File: config.mk
export PLATFORM = sky130hd
export DESIGN_NAME = csr_trap_unit
export DESIGN_NICKNAME = d
export VERILOG_FILES = /design/src/rtl/csr_pkg.sv /design/src/rtl/csr_counter.sv /design/src/rtl/csr_trap_unit.sv
export SDC_FILE = /design/constraint.sdc
export NUM_CORES = 1
export LEC_CHECK = 0
export BUFFER_PORTS_ARGS = -buffer_cell sky130_fd_sc_hd__buf_2
export CORE_MARGIN = 1
export CORE_UTILIZATION = 48
export DETAILED_ROUTE_END_ITERATION = 8
export GPL_TIMING_DRIVEN = 0
export PLACE_DENSITY = 0.71
export SYNTH_ARGS = -nofsm -noshare
export SYNTH_HDL_FRONTEND = slang
export SYNTH_SLANG_ARGS = --single-unit
File: constraint.sdc
create_clock -name i_clk -period 5.18 [get_ports i_clk]
set_input_delay 0.518 -clock i_clk [delete_from_list [all_inputs] [get_ports i_clk]]
set_output_delay 0.518 -clock i_clk [all_outputs]
set_load 0.1 [all_outputs]
File: src/rtl/csr_pkg.sv
// Shared constants for the machine-mode CSR / trap unit.
//   - CSR addresses of every implemented register (and the optional counters)
//   - exception / interrupt cause codes
//   - funct3 CSR operation encodings
//   - trap FSM state enum
//   - csr_apply(): read-modify-write helper for RW/RS/RC
package csr_pkg;

  localparam logic [11:0] CSR_MVENDORID = 12'hF11;
  localparam logic [11:0] CSR_MARCHID   = 12'hF12;
  localparam logic [11:0] CSR_MIMPID    = 12'hF13;
  localparam logic [11:0] CSR_MHARTID   = 12'hF14;
  localparam logic [11:0] CSR_MSTATUS   = 12'h300;
  localparam logic [11:0] CSR_MISA      = 12'h301;
  localparam logic [11:0] CSR_MIE       = 12'h304;
  localparam logic [11:0] CSR_MTVEC     = 12'h305;
  localparam logic [11:0] CSR_MSCRATCH  = 12'h340;
  localparam logic [11:0] CSR_MEPC      = 12'h341;
  localparam logic [11:0] CSR_MCAUSE    = 12'h342;
  localparam logic [11:0] CSR_MTVAL     = 12'h343;
  localparam logic [11:0] CSR_MIP       = 12'h344;
  localparam logic [11:0] CSR_MCYCLE    = 12'hB00;
  localparam logic [11:0] CSR_MINSTRET  = 12'hB02;
  localparam logic [11:0] CSR_MCYCLEH   = 12'hB80;
  localparam logic [11:0] CSR_MINSTRETH = 12'hB82;
  localparam logic [11:0] CSR_CYCLE     = 12'hC00;
  localparam logic [11:0] CSR_INSTRET   = 12'hC02;
  localparam logic [11:0] CSR_CYCLEH    = 12'hC80;
  localparam logic [11:0] CSR_INSTRETH  = 12'hC82;

  localparam logic [31:0] MISA_VALUE = 32'h4000_0100;

  // Exception cause codes (mcause[31] = 0)
  localparam logic [4:0] CAUSE_ILLEGAL_INSN = 5'd2;
  localparam logic [4:0] CAUSE_BREAKPOINT   = 5'd3;
  localparam logic [4:0] CAUSE_LD_MISALIGN  = 5'd4;
  localparam logic [4:0] CAUSE_ST_MISALIGN  = 5'd6;
  localparam logic [4:0] CAUSE_ECALL_M      = 5'd11;

  // Interrupt cause codes (mcause[31] = 1); platform line k uses 16+k
  localparam logic [4:0] IRQ_MSI      = 5'd3;
  localparam logic [4:0] IRQ_MTI      = 5'd7;
  localparam logic [4:0] IRQ_MEI      = 5'd11;
  localparam int unsigned IRQ_PLAT_BASE = 16;

  // funct3[1:0] selects the operation, funct3[2] selects zimm over rs1
  localparam logic [1:0] CSR_OP_NONE = 2'b00;
  localparam logic [1:0] CSR_OP_RW   = 2'b01;
  localparam logic [1:0] CSR_OP_RS   = 2'b10;
  localparam logic [1:0] CSR_OP_RC   = 2'b11;

  typedef enum logic [1:0] {
    ST_IDLE = 2'd0,
    ST_TRAP = 2'd1,
    ST_RET  = 2'd2
  } trap_state_e;

  function automatic logic [31:0] csr_apply(input logic [1:0]  op,
                                            input logic [31:0] old_v,
                                            input logic [31:0] src);
    case (op)
      CSR_OP_RW: csr_apply = src;
      CSR_OP_RS: csr_apply = old_v | src;
      CSR_OP_RC: csr_apply = old_v & ~src;
      default:   csr_apply = old_v;
    endcase
  endfunction

endpackage

File: src/rtl/csr_counter.sv
// Free-running WIDTH-bit counter with 32-bit low/high write ports.
//   i_clk, i_rst_n : clock, asynchronous active-low reset
//   inc_i          : add one this cycle (wraps to zero)
//   wr_lo_i        : load bits 31:0 from wdata_i
//   wr_hi_i        : load bits WIDTH-1:32 from wdata_i
//   wdata_i        : write data
//   cnt_o          : current count
// A write in the same cycle as an increment wins; the increment is dropped.
module csr_counter #(
  parameter int unsigned WIDTH = 64
) (
  input  logic             i_clk,
  input  logic             i_rst_n,
  input  logic             inc_i,
  input  logic             wr_lo_i,
  input  logic             wr_hi_i,
  input  logic [31:0]      wdata_i,
  output logic [WIDTH-1:0] cnt_o
);

  logic [WIDTH-1:0] cnt_q, cnt_d;

  always_comb begin
    cnt_d = cnt_q;
    if (wr_lo_i) begin
      cnt_d[31:0] = wdata_i;
    end else if (wr_hi_i) begin
      cnt_d[WIDTH-1:32] = wdata_i[WIDTH-33:0];
    end else if (inc_i) begin
      cnt_d = cnt_q + WIDTH'(1);
    end
  end

  always_ff @(posedge i_clk or negedge i_rst_n) begin
    if (!i_rst_n) cnt_q <= '0;
    else          cnt_q <= cnt_d;
  end

  assign cnt_o = cnt_q;

endmodule

File: src/rtl/csr_trap_unit.sv
// Machine-mode CSR file and trap controller.
// Executes Zicsr instructions against the implemented M-mode CSRs, detects
// exceptions and interrupts, and sequences trap entry / mret through a small
// IDLE/TRAP/RET FSM whose state doubles as the one-cycle output pulses.
//
// Ports:
//   i_clk, i_rst_n          clock, asynchronous active-low reset
//   i_ce, i_stall           stage valid / stall
//   i_wb_change_pc          writeback flush; kills this stage
//   i_ext_irq/i_sw_irq/i_tmr_irq, i_plat_irq   interrupt sources (level)
//   i_is_illegal/ecall/ebreak/mret, i_ld/st_misalign, i_fault_addr  decoder flags
//   i_funct3, i_csr_index, i_rs1, i_zimm, i_src_zero   CSR instruction fields
//   o_csr_rdata, o_csr_illegal   old CSR value for rd / access illegal (comb.)
//   i_pc, i_minstret_inc     current PC / retire strobe
//   o_go_to_trap_q, o_return_from_trap_q   one-cycle trap / mret pulses
//   o_trap_address, o_return_address        trap target / mepc
//   o_fsm_state              trap FSM state (debug)
//
// Build option: define CSR_COUNTERS_EN to implement mcycle/minstret and
// their cycle/instret shadows; otherwise those addresses read as zero and
// ignore writes.
//
// Handshake: the stage acts only when i_ce=1, i_stall=0 and i_wb_change_pc=0
// and the FSM is IDLE; any other cycle leaves CSRs and FSM untouched
// (counters still count).
module csr_trap_unit
  import csr_pkg::*;
#(
  parameter int unsigned NUM_PLAT_IRQ = 4,
  parameter int unsigned CNT_WIDTH    = 64,
  parameter logic [31:0] RESET_MTVEC  = 32'h0000_0000
) (
  input  logic        i_clk,
  input  logic        i_rst_n,
  input  logic        i_ce,
  input  logic        i_stall,
  input  logic        i_ext_irq,
  input  logic        i_sw_irq,
  input  logic        i_tmr_irq,
  input  logic [((NUM_PLAT_IRQ > 0) ? NUM_PLAT_IRQ : 1)-1:0] i_plat_irq,
  input  logic        i_is_illegal,
  input  logic        i_is_ecall,
  input  logic        i_is_ebreak,
  input  logic        i_is_mret,
  input  logic        i_ld_misalign,
  input  logic        i_st_misalign,
  input  logic [31:0] i_fault_addr,
  input  logic [2:0]  i_funct3,
  input  logic [11:0] i_csr_index,
  input  logic [31:0] i_rs1,
  input  logic [4:0]  i_zimm,
  input  logic        i_src_zero,
  output logic [31:0] o_csr_rdata,
  output logic        o_csr_illegal,
  input  logic [31:0] i_pc,
  input  logic        i_wb_change_pc,
  input  logic        i_minstret_inc,
  output logic        o_go_to_trap_q,
  output logic        o_return_from_trap_q,
  output logic [31:0] o_trap_address,
  output logic [31:0] o_return_address,
  output logic [1:0]  o_fsm_state
);

  localparam logic [31:0] PLAT_MASK = ((32'h1 << NUM_PLAT_IRQ) - 32'h1) << IRQ_PLAT_BASE;
  localparam logic [31:0] MIE_MASK  = PLAT_MASK | 32'h0000_0888;

  trap_state_e state_q, state_d;
  logic        mstatus_mie_q, mstatus_mie_d;
  logic        mstatus_mpie_q, mstatus_mpie_d;
  logic [31:0] mie_q, mie_d;
  logic [31:0] mtvec_q, mtvec_d;
  logic [31:0] mscratch_q, mscratch_d;
  logic [31:0] mepc_q, mepc_d;
  logic [31:0] mcause_q, mcause_d;
  logic [31:0] mtval_q, mtval_d;

  logic        active, idle;
  logic [1:0]  csr_op;
  logic        is_csr, wr_attempt, csr_known, csr_illegal, csr_we;
  logic [31:0] csr_src, rdata_raw, csr_wdata;
  logic [31:0] mip_val, mstatus_val, irq_pend;
  logic        exc_valid, irq_valid, take_trap, do_mret;
  logic [4:0]  exc_code, irq_code, plat_code;
  logic        plat_any;
  logic [31:0] cyc_lo, cyc_hi, ins_lo, ins_hi;

  assign active = i_ce & ~i_stall & ~i_wb_change_pc;
  assign idle   = (state_q == ST_IDLE);

  assign csr_op     = i_funct3[1:0];
  assign is_csr     = (csr_op != CSR_OP_NONE);
  assign csr_src    = i_funct3[2] ? {27'b0, i_zimm} : i_rs1;
  // RS/RC with a zero source are pure reads and may touch read-only CSRs
  assign wr_attempt = is_csr & ((csr_op == CSR_OP_RW) | ~i_src_zero);

  always_comb begin
    mip_val     = 32'b0;
    mip_val[3]  = i_sw_irq;
    mip_val[7]  = i_tmr_irq;
    mip_val[11] = i_ext_irq;
    for (int k = 0; k < NUM_PLAT_IRQ; k++) mip_val[IRQ_PLAT_BASE + k] = i_plat_irq[k];
  end

  assign mstatus_val = {19'b0, 2'b11, 3'b0, mstatus_mpie_q, 3'b0, mstatus_mie_q, 3'b0};

  // Counters
`ifdef CSR_COUNTERS_EN
  logic [CNT_WIDTH-1:0] mcycle, minstret;

  csr_counter #(.WIDTH(CNT_WIDTH)) u_mcycle (
    .i_clk   (i_clk),
    .i_rst_n (i_rst_n),
    .inc_i   (1'b1),
    .wr_lo_i (csr_we && (i_csr_index == CSR_MCYCLE)),
    .wr_hi_i (csr_we && (i_csr_index == CSR_MCYCLEH)),
    .wdata_i (csr_wdata),
    .cnt_o   (mcycle)
  );

  csr_counter #(.WIDTH(CNT_WIDTH)) u_minstret (
    .i_clk   (i_clk),
    .i_rst_n (i_rst_n),
    .inc_i   (i_minstret_inc),
    .wr_lo_i (csr_we && (i_csr_index == CSR_MINSTRET)),
    .wr_hi_i (csr_we && (i_csr_index == CSR_MINSTRETH)),
    .wdata_i (csr_wdata),
    .cnt_o   (minstret)
  );

  assign cyc_lo = mcycle[31:0];
  assign cyc_hi = 32'(mcycle[CNT_WIDTH-1:32]);
  assign ins_lo = minstret[31:0];
  assign ins_hi = 32'(minstret[CNT_WIDTH-1:32]);
`else
  logic unused_counters;
  assign unused_counters = i_minstret_inc;
  assign cyc_lo = 32'b0;
  assign cyc_hi = 32'b0;
  assign ins_lo = 32'b0;
  assign ins_hi = 32'b0;
`endif

  // CSR read mux
  always_comb begin
    csr_known = 1'b1;
    rdata_raw = 32'b0;
    case (i_csr_index)
      CSR_MVENDORID, CSR_MARCHID, CSR_MIMPID, CSR_MHARTID: rdata_raw = 32'b0;
      CSR_MISA:                    rdata_raw = MISA_VALUE;
      CSR_MSTATUS:                 rdata_raw = mstatus_val;
      CSR_MIE:                     rdata_raw = mie_q;
      CSR_MIP:                     rdata_raw = mip_val;
      CSR_MTVEC:                   rdata_raw = mtvec_q;
      CSR_MSCRATCH:                rdata_raw = mscratch_q;
      CSR_MEPC:                    rdata_raw = mepc_q;
      CSR_MCAUSE:                  rdata_raw = mcause_q;
      CSR_MTVAL:                   rdata_raw = mtval_q;
      CSR_MCYCLE, CSR_CYCLE:       rdata_raw = cyc_lo;
      CSR_MCYCLEH, CSR_CYCLEH:     rdata_raw = cyc_hi;
      CSR_MINSTRET, CSR_INSTRET:   rdata_raw = ins_lo;
      CSR_MINSTRETH, CSR_INSTRETH: rdata_raw = ins_hi;
      default:                     csr_known = 1'b0;
    endcase
  end

  assign csr_illegal   = is_csr & (~csr_known | (wr_attempt & (i_csr_index[11:10] == 2'b11)));
  assign o_csr_illegal = csr_illegal;
  assign o_csr_rdata   = csr_illegal ? 32'b0 : rdata_raw;
  assign csr_wdata     = csr_apply(csr_op, rdata_raw, csr_src);

  // Exception detection, highest priority first
  always_comb begin
    exc_valid = 1'b1;
    exc_code  = CAUSE_ILLEGAL_INSN;
    if (i_is_illegal | csr_illegal) exc_code = CAUSE_ILLEGAL_INSN;
    else if (i_is_ebreak)           exc_code = CAUSE_BREAKPOINT;
    else if (i_is_ecall)            exc_code = CAUSE_ECALL_M;
    else if (i_ld_misalign)         exc_code = CAUSE_LD_MISALIGN;
    else if (i_st_misalign)         exc_code = CAUSE_ST_MISALIGN;
    else                            exc_valid = 1'b0;
  end

  // Interrupt selection: MEI > MSI > MTI > platform (lowest line first)
  assign irq_pend = mip_val & mie_q;

  always_comb begin
    plat_any  = 1'b0;
    plat_code = 5'd0;
    // Descending scan so the lowest pending line is the last one assigned
    for (int k = NUM_PLAT_IRQ - 1; k >= 0; k--) begin
      if (irq_pend[IRQ_PLAT_BASE + k]) begin
        plat_any  = 1'b1;
        plat_code = 5'(IRQ_PLAT_BASE + k);
      end
    end
  end

  always_comb begin
    irq_code = plat_code;
    if (irq_pend[11])     irq_code = IRQ_MEI;
    else if (irq_pend[3]) irq_code = IRQ_MSI;
    else if (irq_pend[7]) irq_code = IRQ_MTI;
  end

  assign irq_valid = mstatus_mie_q & (irq_pend[11] | irq_pend[3] | irq_pend[7] | plat_any);
  assign take_trap = active & idle & (exc_valid | irq_valid);
  assign do_mret   = active & idle & i_is_mret & ~take_trap;
  assign csr_we    = active & idle & wr_attempt & ~csr_illegal & ~take_trap;

  // Next-state for FSM and CSRs
  always_comb begin
    state_d        = ST_IDLE;
    mstatus_mie_d  = mstatus_mie_q;
    mstatus_mpie_d = mstatus_mpie_q;
    mie_d          = mie_q;
    mtvec_d        = mtvec_q;
    mscratch_d     = mscratch_q;
    mepc_d         = mepc_q;
    mcause_d       = mcause_q;
    mtval_d        = mtval_q;

    if (take_trap) begin
      state_d        = ST_TRAP;
      mepc_d         = i_pc & 32'hFFFF_FFFC;
      mstatus_mpie_d = mstatus_mie_q;
      mstatus_mie_d  = 1'b0;
      if (exc_valid) begin
        mcause_d = {27'b0, exc_code};
        mtval_d  = ((exc_code == CAUSE_LD_MISALIGN) || (exc_code == CAUSE_ST_MISALIGN))
                   ? i_fault_addr : 32'b0;
      end else begin
        mcause_d = {1'b1, 26'b0, irq_code};
        mtval_d  = 32'b0;
      end
    end else if (do_mret) begin
      state_d        = ST_RET;
      mstatus_mie_d  = mstatus_mpie_q;
      mstatus_mpie_d = 1'b1;
    end else if (csr_we) begin
      case (i_csr_index)
        CSR_MSTATUS: begin
          mstatus_mie_d  = csr_wdata[3];
          mstatus_mpie_d = csr_wdata[7];
        end
        CSR_MIE:      mie_d      = csr_wdata & MIE_MASK;
        // Reserved modes (1x) fall back to direct mode
        CSR_MTVEC:    mtvec_d    = {csr_wdata[31:2], csr_wdata[1] ? 2'b00 : csr_wdata[1:0]};
        CSR_MSCRATCH: mscratch_d = csr_wdata;
        CSR_MEPC:     mepc_d     = csr_wdata & 32'hFFFF_FFFC;
        CSR_MCAUSE:   mcause_d   = csr_wdata;
        CSR_MTVAL:    mtval_d    = csr_wdata;
        default: ;
      endcase
    end
  end

  always_ff @(posedge i_clk or negedge i_rst_n) begin
    if (!i_rst_n) begin
      state_q        <= ST_IDLE;
      mstatus_mie_q  <= 1'b0;
      mstatus_mpie_q <= 1'b0;
      mie_q          <= 32'b0;
      mtvec_q        <= RESET_MTVEC;
      mscratch_q     <= 32'b0;
      mepc_q         <= 32'b0;
      mcause_q       <= 32'b0;
      mtval_q        <= 32'b0;
    end else begin
      state_q        <= state_d;
      mstatus_mie_q  <= mstatus_mie_d;
      mstatus_mpie_q <= mstatus_mpie_d;
      mie_q          <= mie_d;
      mtvec_q        <= mtvec_d;
      mscratch_q     <= mscratch_d;
      mepc_q         <= mepc_d;
      mcause_q       <= mcause_d;
      mtval_q        <= mtval_d;
    end
  end

  // Pulses come straight from the state register, so reset clears them at once
  assign o_go_to_trap_q       = (state_q == ST_TRAP);
  assign o_return_from_trap_q = (state_q == ST_RET);
  assign o_fsm_state          = state_q;
  assign o_return_address     = mepc_q;

  // Vectoring applies to interrupts only; exceptions always land on the base
  always_comb begin
    o_trap_address = {mtvec_q[31:2], 2'b00};
    if ((mtvec_q[1:0] == 2'b01) && mcause_q[31]) begin
      o_trap_address = {mtvec_q[31:2], 2'b00} + {mcause_q[29:0], 2'b00};
    end
  end

endmodule
==> results of run 1 <==
-- stage by stage --
step,std cells,hold WS (ns)
detailed placement,1882,0.4710
CTS,1914,0.06747
floorplan,1336,0.2224
finish,1914,0.02503
global route,1914,0.08327
global placement,1881,0.4615
-- where the power goes --
group          switching (mW)  total, mW  internal [mW]
Combinational           0.686      0.920          0.234
Sequential              0.118       1.53           1.42
Clock                   0.639       1.30          0.661
Total                    1.44       3.75           2.31
-- cells by family after synthesis --
logic type	synth area share
other cells	0.0003251
xor+xnor	0.03114
flops	0.3645
compound gates	0.2475
fa+ha+maj	0.03320
simple gates	0.2131
buf+inv	0.04578
mux	0.06455
-- cells in the final DEF (no fill, tap or decap), drive strengths merged, types with 26 or more instances in the layout --
cell type and instances:
xnor2 34, ha 29, buf 274, mux2 43
o21ai 147, nand3 49, inv 31, nand2b 30
dfrtp 168, nor2 75, mux2i 26, nand2 237
a22oi 60, clkbuf 62, a21oi 67
-- cell type report --
class	instances	share of cell area
plain buffers	91	0.03261
inverters	21	0.005937
well taps	319	0.02914
multi-input cells	1056	0.4973
repair buffers	227	0.08530
flip-flops and latches	168	0.3069
clock buffers	18	0.03206
clock inverters	14	0.01078
-- worst paths after layout --
check,start,endpoint,slack (ns)
worst min-delay path,i_rst_n,mtvec_q[27],0.03
worst max-delay path,mcause_q[17],o_trap_address[31],0.85
worst max register to register,o_fsm_state[1],mscratch_q[31],2.07
min in group i_clk,i_pc[14],o_return_address[14],0.28
max in group asynchronous,i_rst_n,mscratch_q[8],4.26
worst min register to register,mscratch_q[0],mscratch_q[0],0.49
-- registers in the layout, summed over array words and instances, names as in the netlist --
signal and count:
mie_q 7, mcause_q 32, mscratch_q 32, mstatus_mie_q 1, mstatus_mpie_q 1, mtval_q 32
mtvec_q 31, o_fsm_state 2, o_return_address 30
-- layer usage --
metal | part of all wire | vias to the layer above | wire (µm)
met5 | 0 | - | 0
met4 | 0.030 | 0 | 1349
met3 | 0.11 | 94 | 4778
met2 | 0.44 | 709 | 20080
met1 | 0.42 | 5729 | 19000
li1 | - | 5372 | -
==> metrics.yaml, run 1 <==
floorplan:
  initial_core_util: 0.4899
  die_h_um: 157.0
  dieWidth_um: 157.0
  design.die.area_um2: 24650
  pin_count: 237
  placementRows: 56
  coreArea_um2: 23540
clock_network:
  ctsHtreeMaxLevel: 4
  numCtsBuffers: 17
  cts_root_buf: "clkbuf_16"
  clk-insertion-delay-late_ns: 0.44
  cts_buffer_depth: 2
  ctsHoldBuffers: 0
  path_clk_slew_ns: 0.08
  cts_tree: "yes"
  cts_setup_buffers: 0
  cts_resized: 0
  clock_sinks: 168
placed_design:
  gp_congestion: 0.9730
  placed_area_um2: 13110
  pre_cts_ws_ns: 1.316
  hpwl_um: 34840
  numPortBuffers: 226
worst_setup_path:
  crit_path_start_kind: "flop"
  path_class: "flop to output pin"
  path_delay_family: "compound AO/OA/AOI/OAI gates"
  cp_cell_sequence: "ha_1 > a21oi_1 > nand2_1 > a221oi_1 > nand3_1 > o211a_1 > o21ai_0 > nor3b_1 > xor2_1 > buf_2"
  crit_cells: 10
  cp_slowest_cell: "buf_2"
  cp.required_ns: 4.66
  max_stage_delay_ns: 0.47
  crit_path_end_kind: "output pin"
  critical_path_arrival_ns: 3.81
  r2r_cells: 7
  path_buf_inv: 1
  crit_path_max_fanout: 7
synthesis:
  syn_area_per_cell_um2: 8.652
  synth-seq-area-share: 0.3645
  synth_common_cells: "nand2_1, dfrtp_1, o21ai_0, nor2_1, o21ai_1"
  ys_types: 93
  ys_top_cells_by_area: "dfrtp_1, nand2_1, a22oi_1"
  async_flop_share: 1.000
  syn_inst: 1333
  synth_top_area_share: 0.3645
  synth_flop_cell: "dfrtp_1"
  ys_ff_latch: 168
  yosysMostFrequentCell: "nand2_1"
  syn-cell-area_um2: 11530
  yosys.area.top_type: "dfrtp_1"
  synth-edff-count: 0
  yosys_warnings: 0
grt:
  met2_usage: 0.5672
  grt_most_used_layer: "met2"
  grt_first_pass_wirelength_um: 67330
  grt_max_degree: 93
  first_global_vias: 11102
  grt_util_met1: 0.5169
  antenna_found_initial: 0
  met3_usage: 0.08095
  gr-total-overflow: 0
  track_usage: 0.3714
route:
  viasPerCell: 6.219
  routed_wl_um: 45200
  drc: 0
  ant_nets: 0
  num_vias: 11904
  wl_per_cell_um: 23.62
  drt_iter0_drc: 1533
  dr.pass1.iters: 5
worst_hold_path:
  hp-class: "input pin to async pin"
cells_and_area:
  layout-drive-gt1-share: 0.2389
  multi_input_area_um2: 6813
  fillerInstances: 2206
  syn2layout_area_growth_pct: 18.78
  final_util: 0.5819
  antennaDiodeCount: 0
  final_cell_area_um2: 13700
  nets: 1748
  regArea_um2: 4204
power_and_ir_drop:
  ir_drop_mv: 0.2169
  power.density_nw_per_um2: 274.0
  finalPower_mw: 3.754
  p_leak_nw: 6.583
timing:
  max_freq_ghz: 0.2310
  tns_ns: 0
  fin_crit_sh: 0.8356
  tightest_slew_ns: 1.253
  final.min_clock_period_ns: 4.329
  fin_skew_ns: 0.01389
  grt_setup_unrepaired: "no"
  setup_slack_ns: 0.8514
  slew-limit-headroom: 0.1647
  setup_violations: 0
  drv_slew: 0
  final_hold_viol_count: 0
flow_run:
  drv_cap: 0
status:
  status: "complete, no violations"
Note: power is estimated with default switching activity, not from simulation.
==> inputs of run 2 (changes only) <==
--- a/config.mk
+++ b/config.mk
@@ -10,7 +10,7 @@
 export CORE_UTILIZATION = 48
 export DETAILED_ROUTE_END_ITERATION = 8
 export GPL_TIMING_DRIVEN = 0
-export PLACE_DENSITY = 0.71
+export PLACE_DENSITY = 0.74
 export SYNTH_ARGS = -nofsm -noshare
 export SYNTH_HDL_FRONTEND = slang
 export SYNTH_SLANG_ARGS = --single-unit
==> constraint.sdc (replaced) <==
create_clock -name i_clk -period 3.9 [get_ports i_clk]
set_input_delay 0.39 -clock i_clk [delete_from_list [all_inputs] [get_ports i_clk]]
set_output_delay 0.39 -clock i_clk [all_outputs]
set_load 0.1 [all_outputs]
==> run 2 against run 1 <==
Compared with the run above: critical endpoint is now o_trap_address[19]; worst setup slack lost 0.74 ns; clock power is 31% higher; largest cell class unchanged; via count rose by 0.56%; global-route usage shrank 0.80 points; sequential power rose by 33%; register-to-register slack got worse by 1.2 ns; worst hold slack improved by 0.12 ns; power increased by 32%; final area increased by 0.89%; flip-flop and latch count is the same; critical path type unchanged.
==> metrics.yaml, run 2 (synthesis gave the netlist of run 1 again) <==
cells_and_area:
  layout_commonest_cell: "buf_2"
  final_cell_area_um2: 13820
  nets: 1750
  antennaDiodeCount: 0
  layout-drive-gt1-share: 0.2467
  reg_top3: "mcause_q: 32 flops, mscratch_q: 32 flops, mtval_q: 32 flops"
  final_util: 0.5871
  layout_common_cells: "buf_2, nand2_1, dfrtp_1"
  syn2layout_area_growth_pct: 19.84
  fillerInstances: 2172
  fin_cells: 1916
clock_network:
  cts_buffer_depth: 2
  ctsHtreeMaxLevel: 4
  path_clk_slew_ns: 0.07
  clk-insertion-delay-late_ns: 0.45
  clock_sinks: 168
  cts_tree: "yes"
  cts_root_buf: "clkbuf_16"
  numCtsBuffers: 17
grt:
  track_usage: 0.3634
  gr-total-overflow: 0
  grt_first_pass_wirelength_um: 65700
  grt_max_degree: 91
  first_global_vias: 10897
  antenna_found_initial: 1
timing:
  fin_skew_ns: 0.006456
  grt_setup_unrepaired: "yes"
  final.min_clock_period_ns: 3.784
  max_freq_ghz: 0.2643
  final_hold_viol_count: 0
  setup_violations: 0
  fin_crit_sh: 0.9702
  slew-limit-headroom: 0.1305
  drv_slew: 0
  tightest_slew_ns: 1.292
worst_setup_path:
  regToRegSetupSlack_ns: 0.90
  r2r_cells: 8
  worstSetupEndpoint: "o_trap_address[19]"
  crit_path_max_fanout: 7
  cp.required_ns: 3.51
  reg2reg_from: "o_fsm_state[1]"
  critical_path_arrival_ns: 3.39
  path_class: "flop to output pin"
  crit_path_start_kind: "flop"
  critical_path.startpoint: "mtvec_q[11]"
  crit_path_end_kind: "output pin"
  r2r_end: "mie_q[19]"
route:
  wl_per_cell_um: 23.37
  dr.pass1.iters: 7
  top_layer: "met5"
  wl_met2_um: 19890
  m1WireLength_um: 18360
  viasPerCell: 6.248
  drt_iter0_drc: 1465
  num_vias: 11971
  wl_met3_um: 4990
  ant_nets: 0
  routed_wl_um: 44780
  drc: 0
floorplan:
  pin_count: 237
  die_h_um: 157.0
  design.die.area_um2: 24650
  dieWidth_um: 157.0
  placementRows: 56
  coreArea_um2: 23540
  initial_core_util: 0.4899
placed_design:
  numPortBuffers: 226
  placed_cells: 1882
  placed_area_um2: 13130
  hpwl_um: 34640
  gp_congestion: 0.9708
status:
  status: "complete, no violations"
power_and_ir_drop:
  p_leak_nw: 6.596
  ir_drop_mv: 0.3319
  power.density_nw_per_um2: 359.2
worst_hold_path:
  hp-class: "input pin to flop"
flow_run:
  drv_cap: 0
==> run 2: changes by cell type in the layout (fill, tap and decap cells not counted), sizes merged <==
cell	delta
clkinvlp	+2
bufinv	+1
buf	-1
clkbuf	+2
inv	-4
dlygate4sd3	+1
clkinv	+1
==> run 2: worst max-delay path: stages (launching register included) <==
cell and delay, ns:
dfrtp_1 0.47, ha_1 0.45, and4_1 0.27, and3_1 0.17, nand3_1 0.08, nand3_1 0.15, a21bo_2 0.18, a21oi_1 0.08
or4b_2 0.63, nand4_1 0.19, buf_6 0.25
==> run 2: how the worst min path moves through the flow <==
stage,to,startpoint,cells after the start,slack [ns]
after floorplan,mcause_q[0],i_rst_n,0,0.09
after global placement,mtval_q[7],mtval_q[7],2,0.46
after detailed placement,mtvec_q[28],i_rst_n,1,0.41
after CTS,o_return_address[6],i_pc[6],3,0.15
after global routing,o_return_address[5],i_pc[5],3,0.16
final,o_return_address[17],i_pc[17],3,0.14
==> run 2: layout make-up <==
| type | instances | area, µm² | area share |
|---|---|---|---|
| Buffer | 91 | 446.7 | 0.03232 |
| Clock inverter | 14 | 136.4 | 0.009867 |
| Tap cell | 319 | 399.1 | 0.02888 |
| Clock buffer | 18 | 439.2 | 0.03177 |
| Multi-Input combinational cell | 1056 | 6882 | 0.4979 |
| Inverter | 21 | 81.33 | 0.005884 |
| Timing Repair Buffer | 229 | 1234 | 0.08925 |
| Sequential cell | 168 | 4204 | 0.3042 |
==> run 2: where the power goes <==
part / internal (mW) / switching (mW)
Clock: 0.912 / 0.789
Sequential: 1.88 / 0.157
Combinational: 0.312 / 0.912
Total: 3.11 / 1.86
==> run 2: through the flow <==
step                      total power, mW   TNS [ns]  setup WS (ns)  hold WS, ns
final                               4.965          0         0.1161       0.1434
after global routing                5.113  -0.005225      -0.003949       0.1617
after CTS                           4.928          0        0.01224       0.1450
after detailed placement            3.265          0         0.2106       0.4137
after global placement              3.241     -30.44        -0.1910       0.4618
after floorplan                     2.880          0       0.006647      0.09441
==> run 2: routing by layer <==
metal,up-vias,track usage
li1,5388,-
met1,5701,0.4977
met2,782,0.5564
met3,98,0.08921
met4,2,0.1318
met5,-,0
==> run 2: timing repair <==
action	CTS	global route
buffers inserted	0	1
endpoints found under the hold margin	78	0
gates cloned	0	0
gates resized for setup	9	20
endpoints found under the setup margin	6	13
hold buffers	1	0
